### src/rtl/jk_seq_driver.sv
// rtl/jk_seq_driver.sv - command FIFO driven J/K stimulus stage with reference-model check
module jk_seq_driver #(
    parameter int DEPTH = 4,
    parameter int CNT_W = 4
) (
    input  logic             clk,
    input  logic             rstn,
    input  logic             cmd_valid,
    output logic             cmd_ready,
    input  logic [1:0]       cmd_op,
    input  logic [CNT_W-1:0] cmd_cnt,
    input  logic             q_in,
    input  logic             err_clr,
    output logic             j,
    output logic             k,
    output logic             done,
    output logic             busy,
    output logic             err
);
    localparam int AW = $clog2(DEPTH);
    localparam logic [AW:0]      PTR_ONE = 1;
    localparam logic [CNT_W-1:0] CNT_ONE = 1;

    typedef enum logic [1:0] {IDLE, APPLY, CHECK} state_t;

    state_t               state, state_nxt;
    logic [CNT_W+1:0]     mem [DEPTH];
    logic [AW:0]          wr_ptr, rd_ptr;
    logic                 full, empty, push, pop;
    logic [CNT_W+1:0]     head;
    logic [1:0]           op_r;
    logic [CNT_W-1:0]     rem_r;
    logic                 q_exp;
    logic                 j_nxt, k_nxt;

    // Extra pointer MSB distinguishes full from empty when the indices match.
    assign full      = (wr_ptr[AW] != rd_ptr[AW]) && (wr_ptr[AW-1:0] == rd_ptr[AW-1:0]);
    assign empty     = (wr_ptr == rd_ptr);
    assign cmd_ready = !full;
    assign push      = cmd_valid && !full;
    assign head      = mem[rd_ptr[AW-1:0]];
    assign done      = (state == CHECK);
    assign busy      = (state != IDLE) || !empty;

    always_ff @(posedge clk) begin
        if (push) begin
            mem[wr_ptr[AW-1:0]] <= {cmd_op, cmd_cnt};
        end
    end

    always_ff @(posedge clk) begin
        if (!rstn) begin
            wr_ptr <= '0;
            rd_ptr <= '0;
        end else begin
            if (push) begin
                wr_ptr <= wr_ptr + PTR_ONE;
            end
            if (pop) begin
                rd_ptr <= rd_ptr + PTR_ONE;
            end
        end
    end

    always_comb begin
        state_nxt = state;
        pop       = 1'b0;
        j_nxt     = 1'b0;
        k_nxt     = 1'b0;
        case (state)
            IDLE: begin
                if (!empty) begin
                    pop       = 1'b1;
                    state_nxt = APPLY;
                    j_nxt     = head[CNT_W+1];
                    k_nxt     = head[CNT_W];
                end
            end
            APPLY: begin
                if (rem_r == '0) begin
                    state_nxt = CHECK;
                end else begin
                    j_nxt = op_r[1];
                    k_nxt = op_r[0];
                end
            end
            CHECK: begin
                state_nxt = IDLE;
            end
            default: begin
                state_nxt = IDLE;
            end
        endcase
    end

    always_ff @(posedge clk) begin
        if (!rstn) begin
            state <= IDLE;
            j     <= 1'b0;
            k     <= 1'b0;
            op_r  <= '0;
            rem_r <= '0;
            q_exp <= 1'b0;
            err   <= 1'b0;
        end else begin
            state <= state_nxt;
            j     <= j_nxt;
            k     <= k_nxt;
            if (pop) begin
                op_r  <= head[CNT_W+1:CNT_W];
                rem_r <= head[CNT_W-1:0];
            end
            // Model advances in lockstep with the downstream flip-flop.
            if (state == APPLY) begin
                q_exp <= (j & ~q_exp) | (~k & q_exp);
                rem_r <= rem_r - CNT_ONE;
            end
            if (state == CHECK && q_in != q_exp) begin
                err <= 1'b1;
            end else if (err_clr) begin
                err <= 1'b0;
            end
        end
    end
endmodule

### config.mk
export PLATFORM = sky130hd
export DESIGN_NAME = jk_seq_driver
export DESIGN_NICKNAME = d
export VERILOG_FILES = /design/src/rtl/jk_seq_driver.sv
export SDC_FILE = /design/constraint.sdc
export NUM_CORES = 1
export LEC_CHECK = 0
export ABC_AREA = 1
export CORE_MARGIN = 1
export CORE_UTILIZATION = 40
export DETAILED_ROUTE_END_ITERATION = 8
export PLACE_DENSITY = 0.68
export SLEW_MARGIN = 20
export SYNTH_ARGS = -nofsm -noshare
export SYNTH_HDL_FRONTEND = slang
export SYNTH_SLANG_ARGS = --single-unit
export TNS_END_PERCENT = 1
### constraint.sdc
create_clock -name clk -period 4.71 [get_ports clk]
set_input_delay 0.471 -clock clk [delete_from_list [all_inputs] [get_ports clk]]
set_output_delay 0.471 -clock clk [all_outputs]
set_load 0.05 [all_outputs]
# Word level (Yosys, flattened, before mapping)
# Memories as Yosys holds them, arrays and structs flattened. A register that Yosys moved wholly into a read port is not among the register bits.
# Cells that the tools add are included.
# op_classes
eq_ne	8
addsub	3
n_mux	19
n_reduce_logical	12
n_bitwise	5
# op_table
op	n
two-way mux 1 bit	10
two-way mux 2 bit	4
two-way mux 4 bit	2
adder 3 x 1 -> 3 bit, second input constant	2
nonzero test 2 bit	3
logical NOT 4 bit	1
inequality test 2 bit, second input constant	2
one-hot mux 1 bit (2 select lines)	2
one-hot mux 2 bit (2 select lines)	1
subtractor 4 x 1 -> 4 bit, second input constant	1
== test 3 bit	1
logical AND 1 bit	3
bitwise AND 1 bit	2
== test 2 x 1 -> 1 bit, second input constant	1
== test 2 bit	1
== test 2 bit, second input constant	1
logical NOT 1 bit	2
logical NOT 2 bit	1
inequality test 1 bit	2
NOT 1 bit	2
AND reduction 2 bit	1
logical OR 1 bit	1
OR 1 bit	1
# word_totals
word_cells	57
inputBits	11
regBits	18
output_inout_bits	6
mem_count	1
ramBits	24
# mem_list
name	depth	word_bits	rd	rd_ports_with_merged_regs	wr	line	text
mem	4	6	1	1	1	27	logic [CNT_W+1:0] mem [DEPTH];

# Logic depth before layout (Yosys ltp)
# depth
depth_word	6
mapped_depth	9
ltp_nobuf	9

# Least setup slack after synthesis
# No wires, ideal clock.
# synth_timing
path_kind	reg-to-reg
start	register wr_ptr[0]
end	memory mem[0][0] (netlist name), enable pin
n_path_buf	0
path_stages_with_launch	7
slack_ns	3.069
arrival_ns	1.291
period_less_slack_ns	1.641
t_required_ns	4.360
setup_time_ns	0.350
path_cell_list	dfxtp_1 inv_2 nand2_1 nand2_2 nand4_4 nand2_1 nor2_1
# synth_via
elab_chain_len	6
# synth_lines
item	line	text
start, declared	28	logic [AW:0] wr_ptr, rd_ptr;
start signal, assigned	57	wr_ptr <= wr_ptr + PTR_ONE;
== test 2 bit	37	assign full = (wr_ptr[AW] != rd_ptr[AW]) && (wr_ptr[AW-1:0] == rd_ptr[AW-1:0]);
logical AND 1 bit	37	
logical NOT 1 bit	n/a	
net cmd_ready	9	output logic cmd_ready,
logical AND 1 bit	40	assign push = cmd_valid && !full;
two-way mux 1 bit	46	if (push) begin
two-way mux 1 bit (implied by the code)	47	mem[wr_ptr[AW-1:0]] <= {cmd_op, cmd_cnt};
end, declared	27	
# The timed path passes the listed nets, and every way through them passes these cells.

# Worst setup path after layout
# layout_timing
start	register wr_ptr[0]
end	output cmd_ready
# layout_via
elab_chain_len	3
# layout_lines
item	line	text
== test 2 bit	37	
logical AND 1 bit	37	
logical NOT 1 bit	39	assign cmd_ready = !full;
end, declared	9	
# Every way passes these cells.

==> metrics <==
layout cells sized above 1 12.1%; clk slew on worst S/H paths ~0.080 ns; WS Path Type flop to primary output; Avg Vias per Cell 4.61; vias in the first global route 1271; Netlist Area Pre-Place a little over 2000 um^2; top_reg_cell synth edfxtp_1; die area around 5400 um^2; DRT iter0 DRCs 80; final hold vios 0; Post-synth ARST share 0%; period utilisation layout 49.7%; mean post-synth cell area 9.25 um^2; Setup TNS 0 ns; Seq cells post-synth 44; first-pass GRT wire length 5890 um; Root Buffer clkbuf_8; syn nets 237; fin crit period ~2.3 ns; maximum clock insertion buffer count 2; P_leak 0.974 nW; CP endpoint kind primary output; Unique masters post-synth 31; worst-path fanout max 6; Met2 Wirelength roughly 1700 um; final antenna diode count 0; Worst setup endpoint cmd_ready; max cap viols 0; Switching Share about two fifths; synthesized instance count 220; Final Cell Area about 2300 um^2; wire length on met3 approximately 99 um; I/O pins 17; total clock buffers created by CTS 5; Final Wtd Congestion 0.753; clock network power share 18.6%; antenna violations before repair 0; Die Height 73.3 um; NumNets Final 255; Die X 73.3 um; Area Growth Syn to Fin 14.6%; Final ANT Viol Nets 0; reg2reg path depth 6; H-tree depth 2; P_sw 0.511 mW; Post-synth EDFFs 24; clk_lat worst skew around 0.29 ns; f_max 0.427 GHz; reg-to-reg endpoint mem[0][5]; Post-DP HPWL 2570 um; HP Class flop to flop; worst reg2reg path startpoint wr_ptr[0]; CP Data Arrival Time between 1.5 and 2 ns; row count 25; hold buffers post-CTS 0; internal power 0.764 mW; max layer used met4; hold_sp k; Resize count post-CTS 0; Slew HR a little over 60%; Setup Buffers After CTS 0; DR pass1 iterations 4; Post-Route M1 WL 1710 um; CP startpoint wr_ptr[0]; Core ar. ~4800 um^2; Setup Skew around 0.0083 ns; Setup crit start kind flop; peak supply drop 0.232 mV; slew at the pin closest to its max-slew limit 0.592 ns; worst reg-to-reg setup slack 2.95 ns; CTS Sinks 44; CTS tree built; Vias 1411; Comb pwr share 39.9%; Initial Util around 42%; CP required approximately 4.2 ns; Buffers on Ports 16; Slew Viols, Final 0; wire per inst 11.5 um; Power Density 546 nW/um^2; Total GRT Usage 14.8%; unrepaired setup endpoints after global routing false; total number of yosys warnings 0; Post-DP Area 2240 um^2; register area share after synthesis 55.1%; Setup violations, final 0; final WL around 3500 um; status finished clean; Sequential Power Share 41.5%; largest net degree at the start of global routing 16; # DRC 0; total gr overflow 0
-- how the worst min path moves through the flow --
stage               endpoint  slack (ns)  depth (start not counted)
finish                 q_exp        0.45                          1
detailed placement     q_exp        0.44                          1
floorplan              q_exp        0.45                          1
global placement       q_exp        0.43                          1
global route           q_exp        0.45                          1
CTS                    q_exp        0.45                          1
-- cells in the final DEF (no fill, tap or decap), types with 2 or more instances in the layout --
master and instances:
nand2_1 51, nand2_2 6, inv_1 31, dfxtp_1 20, nand2_4 2, xor2_1 2
clkbuf_8 6, ha_1 6, a21oi_1 9, o22ai_1 2, nand3_1 14, edfxtp_1 24
a21oi_2 4, nand3_2 3, clkdlybuf4s50_1 16, clkinv_2 2, inv_2 2, nand4_1 2
nor2_1 19, o21ai_0 8
-- area by class of cell --
class / instances / area, um^2
fillers: 468 / 2480
flip-flops and latches: 44 / 1120
multi-input cells: 138 / 751
repair buffers: 16 / 160
inverters: 33 / 124
well taps: 67 / 83.8
clock buffers: 6 / 82.6
clock inverters: 2 / 10.0
-- cells in the mapped netlist (2+ instances only) --
cell      instances  area share, %
o22ai_1           2           0.61
buf_2             2           0.49
nand3_2           3            1.5
nor2_1           19            3.5
nand2_4           2            1.1
nand3_1          14            3.4
inv_2             2           0.37
nand4_1           2           0.61
inv_1            31            5.7
a21oi_1           9            2.2
nand2_2           6            1.8
ha_1              6            3.7
xor2_1            2           0.86
o21ai_0           8            2.0
nand2_1          51            9.4
edfxtp_1         24             35
a21oi_2           4            1.7
dfxtp_1          20             20
-- registers in the layout, summed over array words and instances (netlist names), named ones only --
name / flops
err: 1
rem_r: 4
rd_ptr: 3
j: 1
state: 2
wr_ptr: 3
k: 1
mem: 24
op_r: 2
q_exp: 1
-- power by group through the flow --
stage	Combinational (mW)	Clock, mW	Sequential, mW
after global routing	0.578	0.259	0.540
after CTS	0.511	0.244	0.529
after floorplan	0.415	0	0.540
after detailed placement	0.509	0	0.538
final	0.509	0.237	0.528
after global placement	0.503	0	0.536
-- critical path, cell delays in order (launching register included) --
cell and delay (ns):
dfxtp_1 0.43, inv_2 0.07, nand2_1 0.08, nand2_2 0.08, nand4_4 0.11, clkdlybuf4s50_1 0.81
-- logic make-up after synthesis --
group	synth area share (%)
adders and majority gates	3.69
buffers and inverters	8.05
xor gates and xnor gates	1.29
DFF	55.1
AOI/OAI and AO/OA	7.62
and+or+nand+nor	24.3
-- through the flow --
stage	setup WS [ns]	power (mW)	hold WS, ns	cells	util, %
2_1_floorplan	3.07	0.955	0.448	220	-
3_3_place_gp	2.68	1.04	0.433	298	46.5
3_5_place_dp	2.66	1.05	0.440	298	46.5
4_1_cts	2.34	1.28	0.452	306	48.4
5_1_grt	2.26	1.38	0.453	306	48.4
6_report	2.37	1.27	0.450	306	48.4
-- metal layers --
layer,global-route usage [%],vias to the layer above
met4,4.49,0
met2,23.6,14
li1,-,746
met1,19.6,649
met5,0,-
met3,4.25,2
Note: power is estimated with default switching activity, not from simulation.
